`src/rtl/scratch_pad_arbiter_pkg.sv`:
```
// rtl/scratch_pad_arbiter_pkg.sv - shared types and constants for the scratch pad arbiter
package pkg_sp_arb;

    localparam int unsigned BURST_W_DEFAULT = 4;

    typedef enum logic {
        IDLE,
        ENG_BURST
    } arb_state_e;

    typedef enum logic [1:0] {
        OWN_NONE,
        OWN_CORE,
        OWN_ENG
    } sp_owner_e;

endpackage

```
`src/rtl/scratch_pad_arbiter_rr_pick.sv`:
```
// rtl/scratch_pad_arbiter_rr_pick.sv - 2-way round-robin picker, grant one-hot {eng, core}
module sp_rr_pick (
    input  logic       req_core_i,
    input  logic       req_eng_i,
    input  logic       last_grant_eng_i,
    output logic [1:0] gnt_o
);

    // On a tie the requester that did not win last time gets the port.
    always_comb begin
        gnt_o = 2'b00;
        if (req_core_i && req_eng_i) begin
            gnt_o = last_grant_eng_i ? 2'b01 : 2'b10;
        end else if (req_core_i) begin
            gnt_o = 2'b01;
        end else if (req_eng_i) begin
            gnt_o = 2'b10;
        end
    end

endmodule

```
`src/rtl/scratch_pad_arbiter.sv`:
```
// rtl/scratch_pad_arbiter.sv - shares one scratch pad port between the core and the MLP engine
module scratch_pad_arbiter
    import pkg_sp_arb::*;
#(
    parameter int unsigned DWidth = 32,
    parameter int unsigned BurstW = BURST_W_DEFAULT
) (
    input  logic              clk_i,
    input  logic              rst_ni,
    input  logic              core_req_i,
    input  logic [DWidth-1:0] core_addr_i,
    input  logic              core_write_i,
    input  logic [DWidth-1:0] core_wdata_i,
    output logic              core_gnt_o,
    output logic              core_ready_o,
    output logic [DWidth-1:0] core_rdata_o,
    input  logic              eng_req_i,
    input  logic [DWidth-1:0] eng_addr_i,
    input  logic              eng_write_i,
    input  logic [DWidth-1:0] eng_wdata_i,
    input  logic [BurstW-1:0] eng_burst_i,
    output logic              eng_gnt_o,
    output logic              eng_ready_o,
    output logic [DWidth-1:0] eng_rdata_o,
    output logic              sp_request_o,
    output logic [DWidth-1:0] sp_addr_o,
    output logic              sp_write_o,
    output logic [DWidth-1:0] sp_write_data_o,
    input  logic              sp_ready_i,
    input  logic [DWidth-1:0] sp_read_data_i
);

    arb_state_e        state_q, state_d;
    logic [BurstW-1:0] beats_left_q, beats_left_d;
    logic              last_eng_q, last_eng_d;
    sp_owner_e         resp_owner_q, resp_owner_d;
    logic [1:0]        rr_gnt;
    logic              core_gnt, eng_gnt;

    sp_rr_pick u_rr_pick (
        .req_core_i       (core_req_i),
        .req_eng_i        (eng_req_i),
        .last_grant_eng_i (last_eng_q),
        .gnt_o            (rr_gnt)
    );

    always_ff @(posedge clk_i) begin
        if (!rst_ni) begin
            state_q      <= IDLE;
            beats_left_q <= '0;
            last_eng_q   <= 1'b1;
            resp_owner_q <= OWN_NONE;
        end else begin
            state_q      <= state_d;
            beats_left_q <= beats_left_d;
            last_eng_q   <= last_eng_d;
            resp_owner_q <= resp_owner_d;
        end
    end

    // Grants are gated by reset so nothing reaches the scratch pad while rst_ni is low.
    always_comb begin
        core_gnt = 1'b0;
        eng_gnt  = 1'b0;
        if (rst_ni) begin
            case (state_q)
                IDLE: begin
                    core_gnt = rr_gnt[0];
                    eng_gnt  = rr_gnt[1];
                end
                ENG_BURST: eng_gnt = eng_req_i;
                default: ;
            endcase
        end
    end

    always_comb begin
        state_d      = state_q;
        beats_left_d = beats_left_q;
        case (state_q)
            IDLE: begin
                if (eng_gnt && (eng_burst_i != '0)) begin
                    state_d      = ENG_BURST;
                    beats_left_d = eng_burst_i;
                end
            end
            ENG_BURST: begin
                if (eng_req_i) begin
                    beats_left_d = beats_left_q - BurstW'(1);
                    if (beats_left_q == BurstW'(1)) begin
                        state_d = IDLE;
                    end
                end else begin
                    state_d      = IDLE;
                    beats_left_d = '0;
                end
            end
            default: state_d = IDLE;
        endcase
        last_eng_d   = core_gnt ? 1'b0 : (eng_gnt ? 1'b1 : last_eng_q);
        resp_owner_d = core_gnt ? OWN_CORE : (eng_gnt ? OWN_ENG : OWN_NONE);
    end

    always_comb begin
        core_gnt_o      = core_gnt;
        eng_gnt_o       = eng_gnt;
        sp_request_o    = core_gnt | eng_gnt;
        sp_addr_o       = '0;
        sp_write_o      = 1'b0;
        sp_write_data_o = '0;
        if (core_gnt) begin
            sp_addr_o       = core_addr_i;
            sp_write_o      = core_write_i;
            sp_write_data_o = core_wdata_i;
        end else if (eng_gnt) begin
            sp_addr_o       = eng_addr_i;
            sp_write_o      = eng_write_i;
            sp_write_data_o = eng_wdata_i;
        end
        // The response belongs to whoever owned the issuing cycle.
        core_ready_o = rst_ni & sp_ready_i & (resp_owner_q == OWN_CORE);
        eng_ready_o  = rst_ni & sp_ready_i & (resp_owner_q == OWN_ENG);
        core_rdata_o = core_ready_o ? sp_read_data_i : '0;
        eng_rdata_o  = eng_ready_o ? sp_read_data_i : '0;
    end

endmodule

```
`config.mk`:
```
export PLATFORM = sky130hd
export DESIGN_NAME = scratch_pad_arbiter
export DESIGN_NICKNAME = d
export VERILOG_FILES = /design/src/rtl/scratch_pad_arbiter_pkg.sv /design/src/rtl/scratch_pad_arbiter_rr_pick.sv /design/src/rtl/scratch_pad_arbiter.sv
export SDC_FILE = /design/constraint.sdc
export NUM_CORES = 1
export LEC_CHECK = 0
export CAP_MARGIN = 10
export CORE_AREA = 2 2 118 120
export CTS_CLUSTER_SIZE = 30
export DETAILED_ROUTE_END_ITERATION = 10
export DIE_AREA = 0 0 120 122
export PLACE_DENSITY = 0.59
export SYNTH_ARGS = -nofsm -noshare
export SYNTH_HDL_FRONTEND = slang
export SYNTH_SLANG_ARGS = --single-unit
```
`constraint.sdc`:
```
create_clock -name clk_i -period 2.5 [get_ports clk_i]
set_clock_uncertainty 0.1 [all_clocks]
set_input_delay 0.5 -clock clk_i [delete_from_list [all_inputs] [get_ports clk_i]]
set_output_delay 0.5 -clock clk_i [all_outputs]
set_load 0.01 [all_outputs]
```
==> impl_results.md, run 1 <==
- Placement row count: 43
- Syn nets: 379
- Slew Viols, Final: 0
- Max VDD drop: 0.2737 mV
- Yosys warns: 0
- DR vias/cell: 4.152
- RSZ-0062 raised after global routing: false
- First-pass GRT wire length: 17920 microns
- Number of CTS-inserted buffers: 3
- Starting Density: 12.00%
- DR iter-0 viols: 92
- DP HPWL: 10350 microns
- # DRC: 0
- CTS sink cnt: 8
- Root buffer cell: clkbuf_16
- Slew HR: 78.26%
- Final Setup Violations: 0
- Mapped Cells: 206
- Input/output buffers: 304
- Asr flop ratio synth: 0%
- Max-cap viol count: 0
- Final setup margin: 0.05299 ns
- Initial antenna violation count: 0
- Synth top area cells: a22o_1, and2_1, dfxtp_1
- Period utilization: 97.88%
- GP Congestion: 0.8879
- Post-synth top area share: 35.14%
- Post-synth EDFFs: 0
- Layout area overhead: 216.6%
- Commonest non-fill, non-tap cell in the layout: clkdlybuf4s50_1
- Vias: 2973
- Post-synthesis cell type count: 34
- CTS H-tree depth: 1
- Worst hold-check path type: flip-flop to flip-flop
- FF+latch count, synth: 8
- Placed cell count: 686
- Ant diodes: 0
- Largest net degree at the start of global routing: 18
- Total Wirelength: 13080 microns
- Avg Inst Size Synth: 7.866 sq um
- CP startpoint kind: input pin
- Pre-CTS WS: -0.5842 ns
- Clock transition at the registers of the reported paths: 0.04 ns
- Setup CP Type: input pin to primary output
- Seq/Total Area, Yosys: 9.884%
- Clk_lat worst skew: 0.23 ns
- Commonest non-fill, non-tap cells in the layout: clkdlybuf4s50_1, a22o_1, and2_1, buf_2, dlygate4sd2_1
- Outcome: completed
- GR Util All Layers: 15.93%
- Number of I/O pins: 305
- Max Freq: 408.7 MHz
- Max Buffers Root-to-Sink: 2
- Vias in the first global route: 2943
- PwrDens: 234.2 nW/um^2
- Worst Max-Slew Pin Slew: 0.3220 ns
- Share of cells above drive strength 1: 28.73%
- Chip Height: 122 microns
- CP required: 1.90 ns
- Die W: 120 microns
- Fin crit period: 2.447 ns
- Worst Path Max Fanout: 14
- CORE AREA: 13500 sq um
- Pwr Total: 1201 uW
- Prevailing post-synth register cell: dfxtp_1
- Cell area after layout: 5130 sq um
- Dpl cell area: 4970 sq um
- Wire length per cell: 18.27 microns
- Congestion Overflow GR: 0
- Final Hold Vio Count: 0
- Leakage power: 0.002405 uW
- Final Non-Filler Cells: 716
- CTS tree: yes
- Final nets: 711
- Cell taking the most area after synthesis: a22o_1
- Pre-antenna DRT Iters: 4
- Die area: 14640 sq um
- Post-Syn Area: 1620 sq um
- Worst Hold Slack: 0.4342 ns
- Data arrival, critical path: 1.85 ns
- Antenna Nets Post-Route: 0
- Setup crit end kind: primary output
power breakdown:
group          internal (uW)  switching, uW  total, uW
clock network            207           65.0        272
logic                    506            272        778
registers                140           11.9        152
repair_timing:
action	in CTS	in global routing
cloned	7	0
hold buffers	0	0
gates resized for setup	372	23
endpoints found under the setup margin	134	38
buffers inserted	19	1
pin swaps	5	2
synth_stat cells, types with 2 or more instances:
| master | n |
|---|---|
| and2_4 | 2 |
| nor3b_1 | 3 |
| inv_1 | 6 |
| and2_1 | 65 |
| nand2_1 | 5 |
| buf_6 | 7 |
| a22o_1 | 65 |
| buf_2 | 10 |
| ha_1 | 2 |
| dfxtp_1 | 8 |
| a31o_2 | 2 |
| a21oi_1 | 2 |
| o2111a_1 | 2 |
| clkbuf_1 | 7 |
registers in the layout (all words and copies together) (netlist names):
signal	count
beats_left_q	4
last_eng_q	1
resp_owner_q	2
state_q	1
metrics by stage:
stage | utilization [%] | TNS [ns]
6_report | 37.99 | 0
5_1_grt | 37.99 | 0
4_1_cts | 38.19 | 0
3_5_place_dp | 36.80 | -65.14
3_3_place_gp | 36.80 | -59.31
2_1_floorplan | - | 0
worst max-delay path: stages:
cell	delay, ns
buf_2	0.11
inv_2	0.04
o2111a_2	0.27
buf_4	0.14
buf_6	0.11
bufbuf_16	0.27
a22o_1	0.24
buf_2	0.14
layer usage:
layer | part of all wire, % | global-route usage [%] | vias up
li1 | - | - | 1434
met1 | 39 | 18.45 | 1396
met2 | 53 | 30.26 | 133
met3 | 6.8 | 3.277 | 10
met4 | 1.4 | 2.941 | 0
met5 | 0 | 0 | -
logic make-up (layout without fill, tap and decap cells):
| family | after synthesis | in the layout | share of synthesized area, % |
|---|---|---|---|
| xor gates and xnor gates | 1 | 1 | 0.5406 |
| and+or+nand+nor | 83 | 83 | 33.21 |
| DFF | 8 | 8 | 9.884 |
| buffers and inverters | 30 | 360 | 10.97 |
| AOI/OAI and AO/OA | 82 | 82 | 43.86 |
| adders and majority gates | 2 | 2 | 1.544 |
cell type report:
| class | instances | area (sq um) |
|---|---|---|
| Tap cell | 180 | 225.2 |
| Sequential cell | 8 | 161.4 |
| Multi-Input combinational cell | 168 | 1309 |
| Timing Repair Buffer | 351 | 3337 |
| Fill cell | 1422 | 8374 |
| Inverter | 6 | 22.52 |
| Clock buffer | 3 | 75.07 |
final timing paths:
check | cells past startpoint | endpoint | start | slack (ns)
setup / recovery | 8 | sp_write_data_o[3] | eng_req_i | 0.05
hold / removal | 2 | last_eng_q | last_eng_q | 0.43
setup reg to reg | 4 | state_q | beats_left_q[0] | 1.02
hold reg to reg | 2 | last_eng_q | last_eng_q | 0.43
No activity file was read; power rests on OpenSTA's default activity.
==> run 2, diff against run 1 <==
- CORE_AREA: 2 2 118 120 -> 2 2 117 119
- DIE_AREA: 0 0 120 122 -> 0 0 119 121
- PLACE_DENSITY: 0.59 -> 0.6
- SYNTH_HIERARCHICAL: default -> 1
==> impl_results.md, run 2 <==
- Final Hold Vio Count: 0
- Worst Hold Slack: 0.4547 ns
- Buf/Inv on CP: 4
- Largest net degree at the start of global routing: 23
- Slew HR: 83.51%
- DR iter-0 viols: 59
- Setup crit end kind: primary output
- CTS tree: yes
- Switch share: 30.64%
- Dpl cell area: 4921 sq um
- Number of I/O pins: 305
- Hold Crit Start: beats_left_q[1]
- Hold Crit Depth: 2
- Clk_lat worst skew: 0.23 ns
- PwrDens: 241.6 nW/um^2
- Final nets: 706
- Post-synthesis cell type count: 35
- Top-count cell post-synth: and2_1
- Final Non-Filler Cells: 709
- # DRC: 0
- Synth top area cells: a22o_1, and2_1, dfxtp_1
- Syn nets: 380
- Crit. path cell count: 8
- RSZ-0062 raised after global routing: true
- Worst flop-to-flop path endpoint: beats_left_q[3]
- DP HPWL: 10610 microns
- Seq/Total Area, Yosys: 9.938%
- Max VDD drop: 0.1722 mV
- Setup CP Type: input pin to primary output
- Top reg by flops: beats_left_q
- Asr flop ratio synth: 0%
- Largest regs: beats_left_q: 4 flops, resp_owner_q: 2 flops
- Root buffer cell: clkbuf_16
- Max Freq: 410.6 MHz
- Commonest non-fill, non-tap cells in the layout: clkdlybuf4s50_1, and2_1, a22o_1, buf_2, clkbuf_2
- Input/output buffers: 304
- CP startpoint kind: input pin
- Vias: 2975
- Reg2Reg Depth: 3
- Critical Path End: sp_addr_o[2]
- Worst Max-Slew Pin Slew: 0.2426 ns
- Cell taking the most area after synthesis: a22o_1
- Max-cap viol count: 0
- Total Wirelength: 13490 microns
- Number of CTS-inserted buffers: 3
- Final Setup Violations: 0
- Slew Viols, Final: 0
- Met3 routed wirelength: 1568 microns
- RR Startpoint: beats_left_q[0]
- Initial antenna violation count: 2
- Clock Power Share: 22.3%
- Pre-antenna DRT Iters: 4
- Delay-heaviest family, CP: buffers and inverters
- TNS Setup: 0 ns
- Layout area overhead: 213.0%
- Synth top cells by count: and2_1, a22o_1, clkbuf_1, dfxtp_1, inv_1
- Wire length per cell: 19.03 microns
- Yosys warns: 6
- CTS sink cnt: 8
- Switching power: 373.4 uW
- Cell breakdown of the critical path: buf_2 -> a21boi_2 -> nor2b_4 -> nor3_4 -> buf_6 -> buf_16 -> a22o_1 -> clkdlybuf4s15_2
- Congestion Overflow GR: 0
- Metal-1 WL: 5009 microns
- First-pass GRT wire length: 18800 microns
- Antenna Nets Post-Route: 0
- Placement row count: 42
- GP Congestion: 0.8586
- Max Buffers Root-to-Sink: 2
- CTS H-tree depth: 1
- Data arrival, critical path: 1.84 ns
- Top sig layer: met4
- Share of cells above drive strength 1: 31.45%
- Sequential power share: 12.6%
- Post-Syn Area: 1612 sq um
- Routed wire length on met2: 6872 microns
- Placed cell count: 678
- Finished Core Util: 38.55%
- Mapped Cells: 207
- CP required: 1.90 ns
- Avg Inst Size Synth: 7.785 sq um
- Worst Setup SP: core_req_i
- Outcome: completed
- Prevailing post-synth register cell: dfxtp_1
- Period utilization: 97.41%
- Post-synth top area share: 35.33%
- Hold_buf cts: 0
- DR vias/cell: 4.196
- Worst hold-check path type: flip-flop to flip-flop
- Slowest-stage cell, CP: nor3_4
- Commonest non-fill, non-tap cell in the layout: clkdlybuf4s50_1
- GR Util All Layers: 17.24%
- Internal power: 845.4 uW
- Die W: 119 microns
- Cell area after layout: 5045 sq um
- Logic pwr share: 65.0%
- Leakage power: 0.002421 uW
- Fin crit period: 2.435 ns
- FF+latch count, synth: 8
- Critical path's largest stage delay: 0.25 ns
- Clock transition at the registers of the reported paths: 0.04 ns
- Post-synth EDFFs: 0
- Max FFs per register: 4
- Vias in the first global route: 3122
- CORE AREA: 13090 sq um
- Worst Path Max Fanout: 21
- Die area: 14400 sq um
- Chip Height: 121 microns
- Starting Density: 12.32%
- Worst R2R Setup Slack: 1.03 ns
run 2: changes by cell type in the layout (fill, tap and decap cells not counted), sizes merged, moves of 2 or more:
cell / previous run / this run
bufbuf: 5 / 2
buf: 98 / 100
a21boi: 0 / 3
clkbuf: 13 / 42
clkdlybuf4s15: 30 / 8
nor2: 0 / 2
nand2: 5 / 3
o2111a: 2 / 0
nor3: 0 / 2
a311oi: 1 / 3
dlygate4sd2: 40 / 27
diode: 0 / 2
run 2: metrics by stage:
step	setup slack [ns]	power, uW
final	0.06479	1219
after global routing	-0.005066	1277
after CTS	-0.05767	1242
after detailed placement	-0.8379	929.5
after global placement	-0.7993	924.5
after floorplan	0.05916	393.9
run 2: worst reg2reg max path, delay by kind of cell (launching register included):
family	cells	cell delay, ns
simple gates	1	0.51
compound gates	2	0.42
flops	1	0.35
run 2: cell families after synthesis:
family	share of synthesized area, %
compound gates	44.41
simple gates	33.00
buf+inv	9.704
flops	9.938
fa+ha+maj	1.553
xor+xnor	0.5436
mux	0.8538
run 2: per-layer routing:
metal | vias up | track usage [%]
li1 | 1427 | -
met1 | 1357 | 19.05
met2 | 187 | 32.18
met3 | 4 | 6.955
met4 | 0 | 1.339
met5 | - | 0
run 2: power by group through the flow:
| stage | logic [uW] | clock network, uW | registers, uW |
|---|---|---|---|
| after global routing | 841 | 281 | 155 |
| after floorplan | 245 | 0 | 149 |
| final | 793 | 272 | 154 |
| after detailed placement | 776 | 0 | 154 |
| after global placement | 772 | 0 | 152 |
| after CTS | 815 | 274 | 153 |
run 2: timing repair:
item | in CTS | in global routing
setup endpoints to repair | 134 | 59
endpoints found under the hold margin | 0 | 0
gates cloned | 10 | 1
setup buffers | 17 | 0
pin swaps | 9 | 6
resized for setup | 384 | 54
run 2: worst min-delay path by stage:
stage	endpoint	slack, ns
global placement	beats_left_q[1]	0.41
floorplan	beats_left_q[1]	0.39
finish	beats_left_q[1]	0.45
detailed placement	beats_left_q[1]	0.44
CTS	beats_left_q[1]	0.45
global route	beats_left_q[1]	0.46
run 2: cell type report:
cell class,count,area [sq um]
inverters,6,22.52
multi-input cells,170,1354
repair buffers,344,3207
well taps,176,220.2
flip-flops and latches,8,161.4
clock buffers,3,75.07
diodes,2,5.005
fillers,1363,8040
==> run 3, diff against run 2 <==
- CORE_AREA: 2 2 117 119 -> 2 2 118 120
- CTS_BUF_LIST: default -> sky130_fd_sc_hd__clkbuf_8
- DIE_AREA: 0 0 119 121 -> 0 0 120 122
- PLACE_DENSITY: 0.6 -> 0.59
==> impl_results.md, run 3 (synthesis gave the netlist of run 2 again) <==
- Outcome: complete, but fails checks
- Failing checks: negative setup slack
- DP HPWL: 9812 microns
- Wire length per cell: 17.85 microns
- Period utilization: 101.9%
- Final setup margin: -0.04738 ns
- Placed cell count: 691
- Starting Density: 11.93%
- Root buffer cell: clkbuf_8
- Pre-CTS WS: -0.8315 ns
- CP startpoint kind: input pin
- Slew Viols, Final: 0
- Worst flop-to-flop path endpoint: beats_left_q[3]
- Chip Height: 122 microns
- Final Setup Violations: 9
- Final Hold Vio Count: 0
- CTS H-tree depth: 1
- Slowest-stage cell, CP: nor2b_4
- Max FFs per register: 4
- Critical path's largest stage delay: 0.18 ns
- Delay-heaviest family, CP: buffers and inverters
- Commonest non-fill, non-tap cell in the layout: clkdlybuf4s50_1
- Clock transition at the registers of the reported paths: 0.04 ns
- Hold Crit Depth: 2
- Antenna Nets Post-Route: 0
- Cell breakdown of the critical path: buf_6 -> buf_6 -> a21boi_2 -> nor2b_4 -> buf_6 -> nor3_4 -> buf_12 -> buf_8 -> buf_6 -> buf_6 -> a22o_1 -> buf_2
- Max-cap viol count: 0
- Layout fillers: 1411
- Pwr Total: 1135 uW
- Max Freq: 392.6 MHz
- Initial antenna violation count: 0
- GR Util All Layers: 15.76%
- Die area: 14640 sq um
- Worst hold-check path type: flip-flop to flip-flop
- Final nets: 717
- Die W: 120 microns
- RSZ-0062 raised after global routing: true
- Top reg by flops: beats_left_q
- Worst R2R Setup Slack: 1.00 ns
- CTS tree: yes
- Max VDD drop: 0.09677 mV
- PwrDens: 219.7 nW/um^2
- Area of the multi-input gates: 1331 sq um
- Number of CTS-inserted buffers: 3
- Pre-antenna DRT Iters: 4
- Congestion Overflow GR: 0
- Placement row count: 43
- Vias in the first global route: 3184
- Share of cells above drive strength 1: 28.41%
- Layout area overhead: 220.7%
- Ant diodes: 0
- Total Wirelength: 12890 microns
- Reg2Reg Depth: 3
- DR vias/cell: 4.267
- Input/output buffers: 304
- Largest regs: beats_left_q: 4 flops, resp_owner_q: 2 flops
- FF+latch area: 161.4 sq um
- Commonest non-fill, non-tap cells in the layout: clkdlybuf4s50_1, buf_2, and2_1, a22o_1, dlygate4sd2_1
- Vias: 3081
- Hold Path Sink: beats_left_q[1]
- Data arrival, critical path: 1.95 ns
- TNS Setup: -0.1625 ns
- Clk_lat worst skew: 0.23 ns
- # DRC: 0
- Number of I/O pins: 305
- Setup crit end kind: primary output
- RR Startpoint: beats_left_q[0]
- Final Non-Filler Cells: 722
- Setup CP Type: input pin to primary output
- Worst Path Max Fanout: 6
- Fin crit period: 2.547 ns
- CORE AREA: 13500 sq um
- Leakage power: 0.002552 uW
- CTS sink cnt: 8
- GP Congestion: 0.8161
- First-pass GRT wire length: 17880 microns
- Largest net degree at the start of global routing: 24
- DR iter-0 viols: 74
- Max Buffers Root-to-Sink: 2
- Slew HR: 82.71%
- CP required: 1.90 ns
- Worst Max-Slew Pin Slew: 0.2543 ns
- Buf/Inv on CP: 8
- Hold Crit Start: beats_left_q[1]
- Top cell by count, worst path: buf_6
run 3: cell count changes in the layout (fill, tap and decap cells not counted), sizes merged:
cell and change:
clkbuf -37, bufbuf -1, clkdlybuf4s15 -8, diode -2, buf +35, clkdlybuf4s50 -1, dlygate4sd2 +23
run 3: worst reg2reg max path, stage by stage, from the launching register on:
cell and delay (ns):
dfxtp_1 0.35, or4_1 0.51, a21o_1 0.19, a311oi_1 0.25
run 3: where the power goes:
group,leakage [uW],switching [uW],internal (uW)
sequential,0.0000657,13.6,140
combinational,0.00246,296,524
clock,0.0000216,57.7,105
total,0.00255,367,768
run 3: stage by stage:
step | utilization, % | hold slack (ns) | instance area [sq um]
2_1_floorplan | - | 0.3868 | 1612
3_3_place_gp | 36.94 | 0.4112 | 4989
3_5_place_dp | 36.94 | 0.4207 | 4989
4_1_cts | 38.20 | 0.4294 | 5159
5_1_grt | 38.27 | 0.4835 | 5167
6_report | 38.27 | 0.4301 | 5167
run 3: layout make-up:
class	instances	area share (%)
Clock buffer	3	0.7990
Inverter	6	0.4358
Multi-Input combinational cell	170	25.76
Sequential cell	8	3.123
Tap cell	180	4.358
Timing Repair Buffer	355	65.52
run 3: metal layers:
metal / GRT usage, % / wire length [microns] / vias up / share of wire, %
met5: 0 / 0 / - / 0
met4: 4.118 / 273 / 0 / 2.1
met3: 3.277 / 1364 / 17 / 11
met2: 30.89 / 6760 / 227 / 52
met1: 17.01 / 4491 / 1392 / 35
li1: - / - / 1445 / -
run 3: timing repair:
| item | in CTS | in global routing |
|---|---|---|
| endpoints found under the setup margin | 134 | 63 |
| gates cloned | 9 | 2 |
| pin swaps | 17 | 7 |
| buffers inserted | 19 | 3 |
| hold buffers | 0 | 0 |
| resized for setup | 433 | 13 |
run 3: how the worst max path moves through the flow:
stage                    from                   to  slack [ns]  cells past startpoint
finish              eng_req_i  sp_write_data_o[14]       -0.05                     12
global placement    eng_req_i        sp_addr_o[20]       -0.82                      8
global route        eng_req_i  sp_write_data_o[14]       -0.10                     12
floorplan           eng_req_i         sp_addr_o[0]        0.06                      6
detailed placement  eng_req_i        sp_addr_o[20]       -0.83                      8
CTS                 eng_req_i  sp_write_data_o[23]       -0.07                     12
